===== config.mk =====
export PLATFORM = sky130hd
export DESIGN_NAME = uart_tx_r0
export DESIGN_NICKNAME = d
export VERILOG_FILES = /design/src/rtl/uart_tx_r0.sv
export SDC_FILE = /design/constraint.sdc
export NUM_CORES = 1
export LEC_CHECK = 0
export ABC_CLOCK_PERIOD_IN_PS = 1350
export CAP_MARGIN = 20
export CORE_ASPECT_RATIO = 0.8
export CORE_MARGIN = 10
export CORE_UTILIZATION = 39
export DETAILED_ROUTE_END_ITERATION = 6
export GPL_TIMING_DRIVEN = 0
export HOLD_SLACK_MARGIN = 0.03
export PLACE_DENSITY = 0.62
export SLEW_MARGIN = 10
export SYNTH_ARGS = -nofsm -noshare
export SYNTH_HDL_FRONTEND = slang
export SYNTH_SLANG_ARGS = --single-unit

===== constraint.sdc =====
create_clock -name clk -period 1.35 [get_ports clk]
set_input_delay 0.2025 -clock clk [delete_from_list [all_inputs] [get_ports clk]]
set_output_delay 0.2025 -clock clk [all_outputs]
set_load 0.05 [all_outputs]

===== src/rtl/uart_tx_r0.sv =====
// uart_tx_r0 -- serial UART transmitter, companion to the team's UART receiver.
// Frame: start bit (START_BIT level), BIT_WIDTH data bits MSB first, stop bit
// (~START_BIT). Each bit is held for CLKS_PER_BIT clocks. The line, busy and
// all state are registered, so the line always matches the current state.
// Optional feature: define UART_TX_PARITY_EN to insert an even-parity bit
// between the last data bit and the stop bit.
module uart_tx_r0 #(
    parameter int unsigned BIT_WIDTH    = 8,     // data bits per frame, 1..15
    parameter logic        START_BIT    = 1'b0,  // start-bit level; idle/stop = ~START_BIT
    parameter int unsigned CLKS_PER_BIT = 1      // clocks per serial bit, 1..65535
) (
    input  logic                 clk,
    input  logic                 rst,
    input  logic [BIT_WIDTH-1:0] dataIn,
    input  logic                 tx,
    output logic                 busy,
    output logic                 done,
    output logic                 dataOut
);

    localparam int unsigned     BAUD_W    = (CLKS_PER_BIT > 1) ? $clog2(CLKS_PER_BIT) : 1;
    localparam logic [BAUD_W-1:0] BAUD_LAST = BAUD_W'(CLKS_PER_BIT - 1);
    localparam logic [3:0]      BIT_LAST  = 4'(BIT_WIDTH - 1);
    localparam logic            IDLE_LVL  = ~START_BIT;

    typedef enum logic [2:0] {
        s_IDLE,
        s_START,
        s_DATA,
        s_STOP
`ifdef UART_TX_PARITY_EN
        , s_PARITY
`endif
    } state_t;

    state_t                 state_q, state_d;
    logic [BIT_WIDTH-1:0]   shift_q, shift_d;
    logic [3:0]             bit_cnt_q, bit_cnt_d;
    logic [BAUD_W-1:0]      baud_q, baud_d;
    logic                   data_out_q, data_out_d;
    logic                   busy_q, busy_d;
    logic                   done_c;
    logic                   bit_end;
`ifdef UART_TX_PARITY_EN
    logic                   parity_q, parity_d;
`endif

    // Last clock of the bit currently on the line.
    assign bit_end = (baud_q == BAUD_LAST);

    // Register all state; synchronous reset returns the line to idle and
    // discards any frame in flight.
    always_ff @(posedge clk) begin
        // NOTE: non-blocking assignments so every register samples pre-edge values.
        if (rst) begin
            state_q    <= s_IDLE;
            shift_q    <= '0;
            bit_cnt_q  <= '0;
            baud_q     <= '0;
            data_out_q <= IDLE_LVL;
            busy_q     <= 1'b0;
`ifdef UART_TX_PARITY_EN
            parity_q   <= 1'b0;
`endif
        end else begin
            state_q    <= state_d;
            shift_q    <= shift_d;
            bit_cnt_q  <= bit_cnt_d;
            baud_q     <= baud_d;
            data_out_q <= data_out_d;
            busy_q     <= busy_d;
`ifdef UART_TX_PARITY_EN
            parity_q   <= parity_d;
`endif
        end
    end

    // Next-state logic, datapath updates and the registered line/busy values.
    always_comb begin
        // NOTE: every output of this block gets a default first, so no latches.
        state_d   = state_q;
        shift_d   = shift_q;
        bit_cnt_d = bit_cnt_q;
        done_c    = 1'b0;
`ifdef UART_TX_PARITY_EN
        parity_d  = parity_q;
`endif

        unique case (state_q)
            s_IDLE: begin
                if (tx) begin
                    shift_d = dataIn;
`ifdef UART_TX_PARITY_EN
                    parity_d = ^dataIn;
`endif
                    state_d = s_START;
                end
            end
            s_START: begin
                if (bit_end) begin
                    state_d   = s_DATA;
                    bit_cnt_d = '0;
                end
            end
            s_DATA: begin
                if (bit_end) begin
                    shift_d   = shift_q << 1;
                    bit_cnt_d = bit_cnt_q + 4'd1;
                    if (bit_cnt_q == BIT_LAST) begin
`ifdef UART_TX_PARITY_EN
                        state_d = s_PARITY;
`else
                        state_d = s_STOP;
`endif
                    end
                end
            end
`ifdef UART_TX_PARITY_EN
            s_PARITY: begin
                if (bit_end) begin
                    state_d = s_STOP;
                end
            end
`endif
            s_STOP: begin
                done_c = bit_end;
                if (bit_end) begin
                    if (tx) begin
                        // Back-to-back frame: re-sample the word, no idle gap.
                        shift_d = dataIn;
`ifdef UART_TX_PARITY_EN
                        parity_d = ^dataIn;
`endif
                        state_d = s_START;
                    end else begin
                        state_d = s_IDLE;
                    end
                end
            end
            default: state_d = s_IDLE;
        endcase

        // Baud counter runs only inside a bit and restarts on every bit boundary.
        if (state_q == s_IDLE || bit_end || state_d != state_q) begin
            baud_d = '0;
        end else begin
            baud_d = baud_q + BAUD_W'(1);
        end

        // Line level follows the state being entered, so it lines up with state_q.
        unique case (state_d)
            s_START: data_out_d = START_BIT;
            s_DATA:  data_out_d = shift_d[BIT_WIDTH-1];
`ifdef UART_TX_PARITY_EN
            s_PARITY: data_out_d = parity_d;
`endif
            default: data_out_d = IDLE_LVL;
        endcase
        busy_d = (state_d != s_IDLE);
    end

    assign dataOut = data_out_q;
    assign busy    = busy_q;
    assign done    = done_c;

endmodule


==> results of run 1 <==
==> sequential cells by signal, summed over array words and instances, names as in the netlist <==
signal	cells
bit_cnt_q	4
state_q	3
busy	1
baud_q	1
dataOut	1
shift_q	8
==> per-stage QoR <==
step / std cells / total power, mW / cell area (um2) / hold slack, ns
detailed placement: 140 / 0.7547 / 1070 / 0.4531
global route: 152 / 1.158 / 1226 / 0.3818
global placement: 140 / 0.7513 / 1070 / 0.4517
finish: 152 / 1.098 / 1226 / 0.3548
CTS: 150 / 1.098 / 1195 / 0.3597
floorplan: 103 / 0.6947 / 918.4 / 0.3938
==> kinds of logic after synthesis <==
family / count (synthesis) / share of synthesized area [%]
XOR/XNOR: 2 / 1.916
AND/OR/NAND/NOR: 40 / 26.40
other: 1 / 0.4100
AO/OA/AOI/OAI: 27 / 20.25
buffers and inverters: 10 / 6.839
multiplexers: 3 / 3.420
adder cells (fa/ha/maj): 1 / 1.368
flip-flops: 18 / 39.40
==> worst paths after layout <==
path | from | end
min reg2reg | shift_q[6]$_SDFFE_PP0P_ | shift_q[6]$_SDFFE_PP0P_
max reg2reg | state_q[1]$_SDFF_PP0_ | bit_cnt_q[3]$_SDFFE_PP0P_
min | rst | shift_q[2]$_SDFFE_PP0P_
max | state_q[1]$_SDFF_PP0_ | bit_cnt_q[3]$_SDFFE_PP0P_
==> final cells by class <==
cell class | instances | area [um2] | area share, %
Sequential cell | 18 | 375.4 | 30.61
Timing Repair Buffer | 21 | 181.4 | 14.80
Tap cell | 25 | 31.28 | 2.551
Inverter | 5 | 18.77 | 1.531
Buffer | 4 | 36.28 | 2.959
Multi-Input combinational cell | 75 | 546.8 | 44.59
Clock buffer | 4 | 36.28 | 2.959
==> per-layer routing <==
metal  track usage [%]  vias up  wire, um
li1                  -      417         -
met1             13.17      395      1057
met2             13.94       13       997
met3             4.225        2       132
met4             2.791        0        13
met5                 0        -         0
==> timing repair <==
item,in CTS,in global routing
buffers inserted,7,2
pin swaps,5,5
endpoints found under the setup margin,13,11
resized for setup,30,11
==> power breakdown <==
| part | internal (mW) | switching [mW] | leakage, nW |
|---|---|---|---|
| Combinational | 0.0995 | 0.0951 | 0.285 |
| Sequential | 0.553 | 0.0205 | 0.150 |
| Clock | 0.164 | 0.166 | 0.0210 |
==> critical path, cell delays in order, from the launching register on <==
cell	delay, ns
dfxtp_4	0.39
nor2b_4	0.18
nand2_2	0.16
nor2_1	0.17
xnor2_1	0.08
a211oi_1	0.28
==> placed cells by master (no fill, tap or decap), drive strengths merged, types with 2 or more instances in the layout <==
master | synthesis | routed
buf | 3 | 12
nor2 | 8 | 8
a211oi | 5 | 5
mux2i | 2 | 2
xnor2 | 2 | 2
o21ai | 5 | 5
a22oi | 2 | 2
clkdlybuf4s50 | 0 | 8
conb | 1 | 2
a21oi | 2 | 2
clkbuf | 1 | 7
inv | 5 | 5
dfxtp | 18 | 18
nand2 | 5 | 5
o22ai | 6 | 6
nor3 | 8 | 8
nor2b | 11 | 11
nand3 | 2 | 2
==> results.cfg, run 1 <==
[status]
violations = setup timing
status = finished with violations

[die]
core_area_um2 = 2196
die-area_um2 = 4694
row_count = 15
fp.dieH_um = 63.32
die_w_um = 74.15
start_util_pct = 41.65
pin_count = 14

[clocking]
clk_path_buf_depth = 2
numClockSinks = 18
path_clk_slew_ns = 0.11
root_buffer = clkbuf_4
insertion_delay_ns = 0.30
cts_max_level = 1
cts_buffers = 3
cts_hold_buf = 0
cts_tree = built

[worst_hold_path]
hold_class = input port to flop
worstHoldPathCells = 2

[place]
gp_congestion = 0.7897
place_ws_ns = -0.4576
portBuffers = 12
dp_hpwl_mm = 1.553

[finish]
drive_above_1_share_pct = 29.92
num-fill-cells = 211
nets = 140
fin_util_pct = 55.84
n_antenna_cell = 0
syn_to_final_growth_pct = 34.06

[grt]
grt_usage_pct = 9.894
grt_pass1_vias = 778
grt_antenna_before_repair = 0
grt_max_degree = 11
grt_pass1_wl_mm = 3.677
grt_overflow = 0

[timing]
skew_ns = 0.01389
fmax_ghz = 0.7304
tightest_slew_ns = 0.5139
fin_ws_ns = -0.01907
hold_violations = 0
rsz0062_at_grt = yes
slew_headroom_pct = 65.74
drv_slew = 0
setup_tns_ns = -0.03464
post-route-period-util_pct = 101.4
finalSetupViolCount = 3
finalCriticalPeriod_ns = 1.369

[routing]
ant_nets = 0
drt-wirelength-per-cell_um = 14.48
drt_iter0_drc = 46
drc = 0
first_pass_iters = 4
wl_mm = 2.201
vias = 827
vias_per_cell = 5.441

[synthesis]
netlist_area_um2 = 914.6
synth_flop_cell = dfxtp_1
synth_seq_cells = 18
synth_cell_types = 40
async_flop_share_pct = 0
yosys-top-cells-count = dfxtp_1 (18), nor2b_1 (9), nor3_1 (8)
yosysWarnings = 0
ys_seq_area_share_pct = 39.40
syn_inst = 102
avgSynthCellArea_um2 = 8.967
synth_most_common_cell = dfxtp_1
synth_top_area_share_pct = 39.40
ys_top_cells_by_area = dfxtp_1 (39%), nor2b_1 (6.2%), nor3_1 (4.4%)
synth_edf_count = 0
synth_top_area_cell = dfxtp_1

[run]
timing.max_cap.violations = 0

[power]
vdd_drop_max_mv = 0.5968
static-leakage-power_nw = 0.4563
p_per_area_nw_per_um2 = 895.1

[critical_path]
crit_path_end_kind = flop
cp_max_fo = 9
r2r_slack_ns = -0.02
r2r_cells = 5
cp.required_ns = 1.53
crit_type = flop to flop
cp_data_arrival_time_ns = 1.55
start_kind = flop
Note: power is estimated with default switching activity, not from simulation.
==> run 2, diff against run 1 <==
CELL_PAD_IN_SITES_DETAIL_PLACEMENT = 1   (was unset)
CELL_PAD_IN_SITES_GLOBAL_PLACEMENT = 1   (was unset)
CORE_UTILIZATION = 35   (was 39)
PLACE_DENSITY = 0.72   (was 0.62)
==> run 2 against run 1 <==
  * Worst hold slack improved by 0.022 ns
  * The flow still finishes with violations (setup timing)
  * Setup slack worse by 0.023 ns
  * Clock-buffer cell count unchanged
  * Critical endpoint is now done
  * Final cell count is 12% higher
  * Critical path type is now flop to output port
  * Largest power group unchanged
==> results.cfg, run 2 (same netlist as run 1, synthesis figures left out) <==
[status]
status = finished with violations
violations = setup timing

[finish]
fin_util_pct = 56.15
nets = 147
syn_to_final_growth_pct = 51.16
top_register = shift_q
layout.cells.most_common = dfxtp_1
n_antenna_cell = 0
final_cell_mix = dfxtp_1 (14), buf_4 (12), clkdlybuf4s50_1 (8)
largestRegisters = shift_q (8), bit_cnt_q (4), state_q (3)
final_area_um2 = 1383
drive_above_1_share_pct = 38.81
largest_reg_flops = 8

[clocking]
insertion_delay_ns = 0.30
path_clk_slew_ns = 0.11
cts_tree = built
root_buffer = clkbuf_4
cts_buffers = 3
numClockSinks = 18
clk_path_buf_depth = 2
cts_max_level = 1

[place]
place_ws_ns = -0.4880
portBuffers = 12
place_area_um2 = 1084
gp_congestion = 0.7580
dp_hpwl_mm = 1.777

[power]
internal_power_uw = 834.1
static-leakage-power_nw = 0.5182
vdd_drop_max_mv = 0.7026
pwr-share-clk_pct = 29.6
combPwrFrac_pct = 20.1
p_per_area_nw_per_um2 = 835.9
seqPwrFrac_pct = 50.3
p_sw_uw = 321.6
p_sw_share_pct = 27.83

[grt]
grt_overflow = 0
grt_pass1_vias = 896
grt_pass1_wl_mm = 4.491
grt_max_degree = 11
grt_antenna_before_repair = 0
grt_usage_pct = 10.75

[timing]
rsz0062_at_grt = yes
finalCriticalPeriod_ns = 1.392
hold_violations = 0
holdWs_ns = 0.3765
finalSetupViolCount = 5
post-route-period-util_pct = 103.1
skew_ns = 0.009909
fmax_ghz = 0.7184
tightest_slew_ns = 0.5782
drv_slew = 0
fin_ws_ns = -0.04205
slew_headroom_pct = 61.45

[die]
die-area_um2 = 5071
core_area_um2 = 2462
die_w_um = 77.16
row_count = 16
fp.dieH_um = 65.72
pin_count = 14
start_util_pct = 37.14

[routing]
ant_nets = 0
vias_per_cell = 5.282
wl_mm = 2.995
vias = 898
drt-wirelength-per-cell_um = 17.62
drc = 0
first_pass_iters = 4
drt_iter0_drc = 34

[critical_path]
crit_path_end_kind = output port
crit_type = flop to output port
cp_max_fo = 10
critical-path-max-stage-delay_ns = 0.39
cp_data_arrival_time_ns = 1.19
start_kind = flop
slowest_stage = dfxtp_2
worstPathCellList = buf_6 > and3_4 > buf_8
cp.required_ns = 1.15

[run]
timing.max_cap.violations = 0

[worst_hold_path]
hold_class = input port to flop
-- run 2: cell count changes in the layout (fill, tap and decap cells not counted), sizes merged --
cell / delta
buf: +6
nand2: +1
-- run 2: per-layer routing --
metal	vias up	track usage, %	share of wire (%)
met5	-	0	0
met4	0	2.045	0
met3	0	3.533	4.7
met2	27	17.08	49
met1	439	13.94	46
li1	432	-	-
-- run 2: stage by stage --
step                instances  total power, mW  setup TNS, ns
floorplan                 103           0.6947              0
global placement          151           0.7531         -3.838
detailed placement        151           0.7598         -4.398
CTS                       161            1.126       -0.09238
global route              170            1.212        -0.6551
finish                    170            1.156        -0.1649
-- run 2: area by class of cell --
cell class,instances,area [um2]
repair buffers,27,237.7
clock buffers,4,36.28
inverters,5,18.77
well taps,36,45.04
multi-input cells,76,635.6
flip-flops and latches,18,372.9
fillers,296,1080
plain buffers,4,36.28
-- run 2: timing repair --
action                                  in CTS  in global routing
cloned                                       0                  1
endpoints found under the setup margin      13                 14
gates resized for setup                     36                 19
hold buffers                                 0                  0
setup buffers                                7                  8
pin swaps                                    8                 10
-- run 2: path summary, 6_finish.rpt --
check / to / cells after the start / slack [ns] / startpoint
worst max-delay path: done / 3 / -0.04 / state_q[1]$_SDFF_PP0_
worst min-delay path: shift_q[2]$_SDFFE_PP0P_ / 2 / 0.38 / rst
worst max register to register: dataOut$_SDFF_PP1_ / 7 / -0.04 / state_q[0]$_SDFF_PP0_
worst min register to register: shift_q[6]$_SDFFE_PP0P_ / 2 / 0.48 / shift_q[6]$_SDFFE_PP0P_
-- run 2: worst max-delay path: cells and delay by family (launching register included) --
kind / cells / cell delay (ns)
buffers and inverters: 2 / 0.30
AND/OR/NAND/NOR: 1 / 0.20
flip-flops: 1 / 0.39
-- run 2: power by group through the flow --
stage               Combinational (mW)  Clock, mW  Sequential, mW
detailed placement               0.172          0           0.588
global route                     0.251      0.377           0.585
floorplan                        0.100          0           0.595
finish                           0.232      0.343           0.581
global placement                 0.167          0           0.586
CTS                              0.193      0.353           0.580
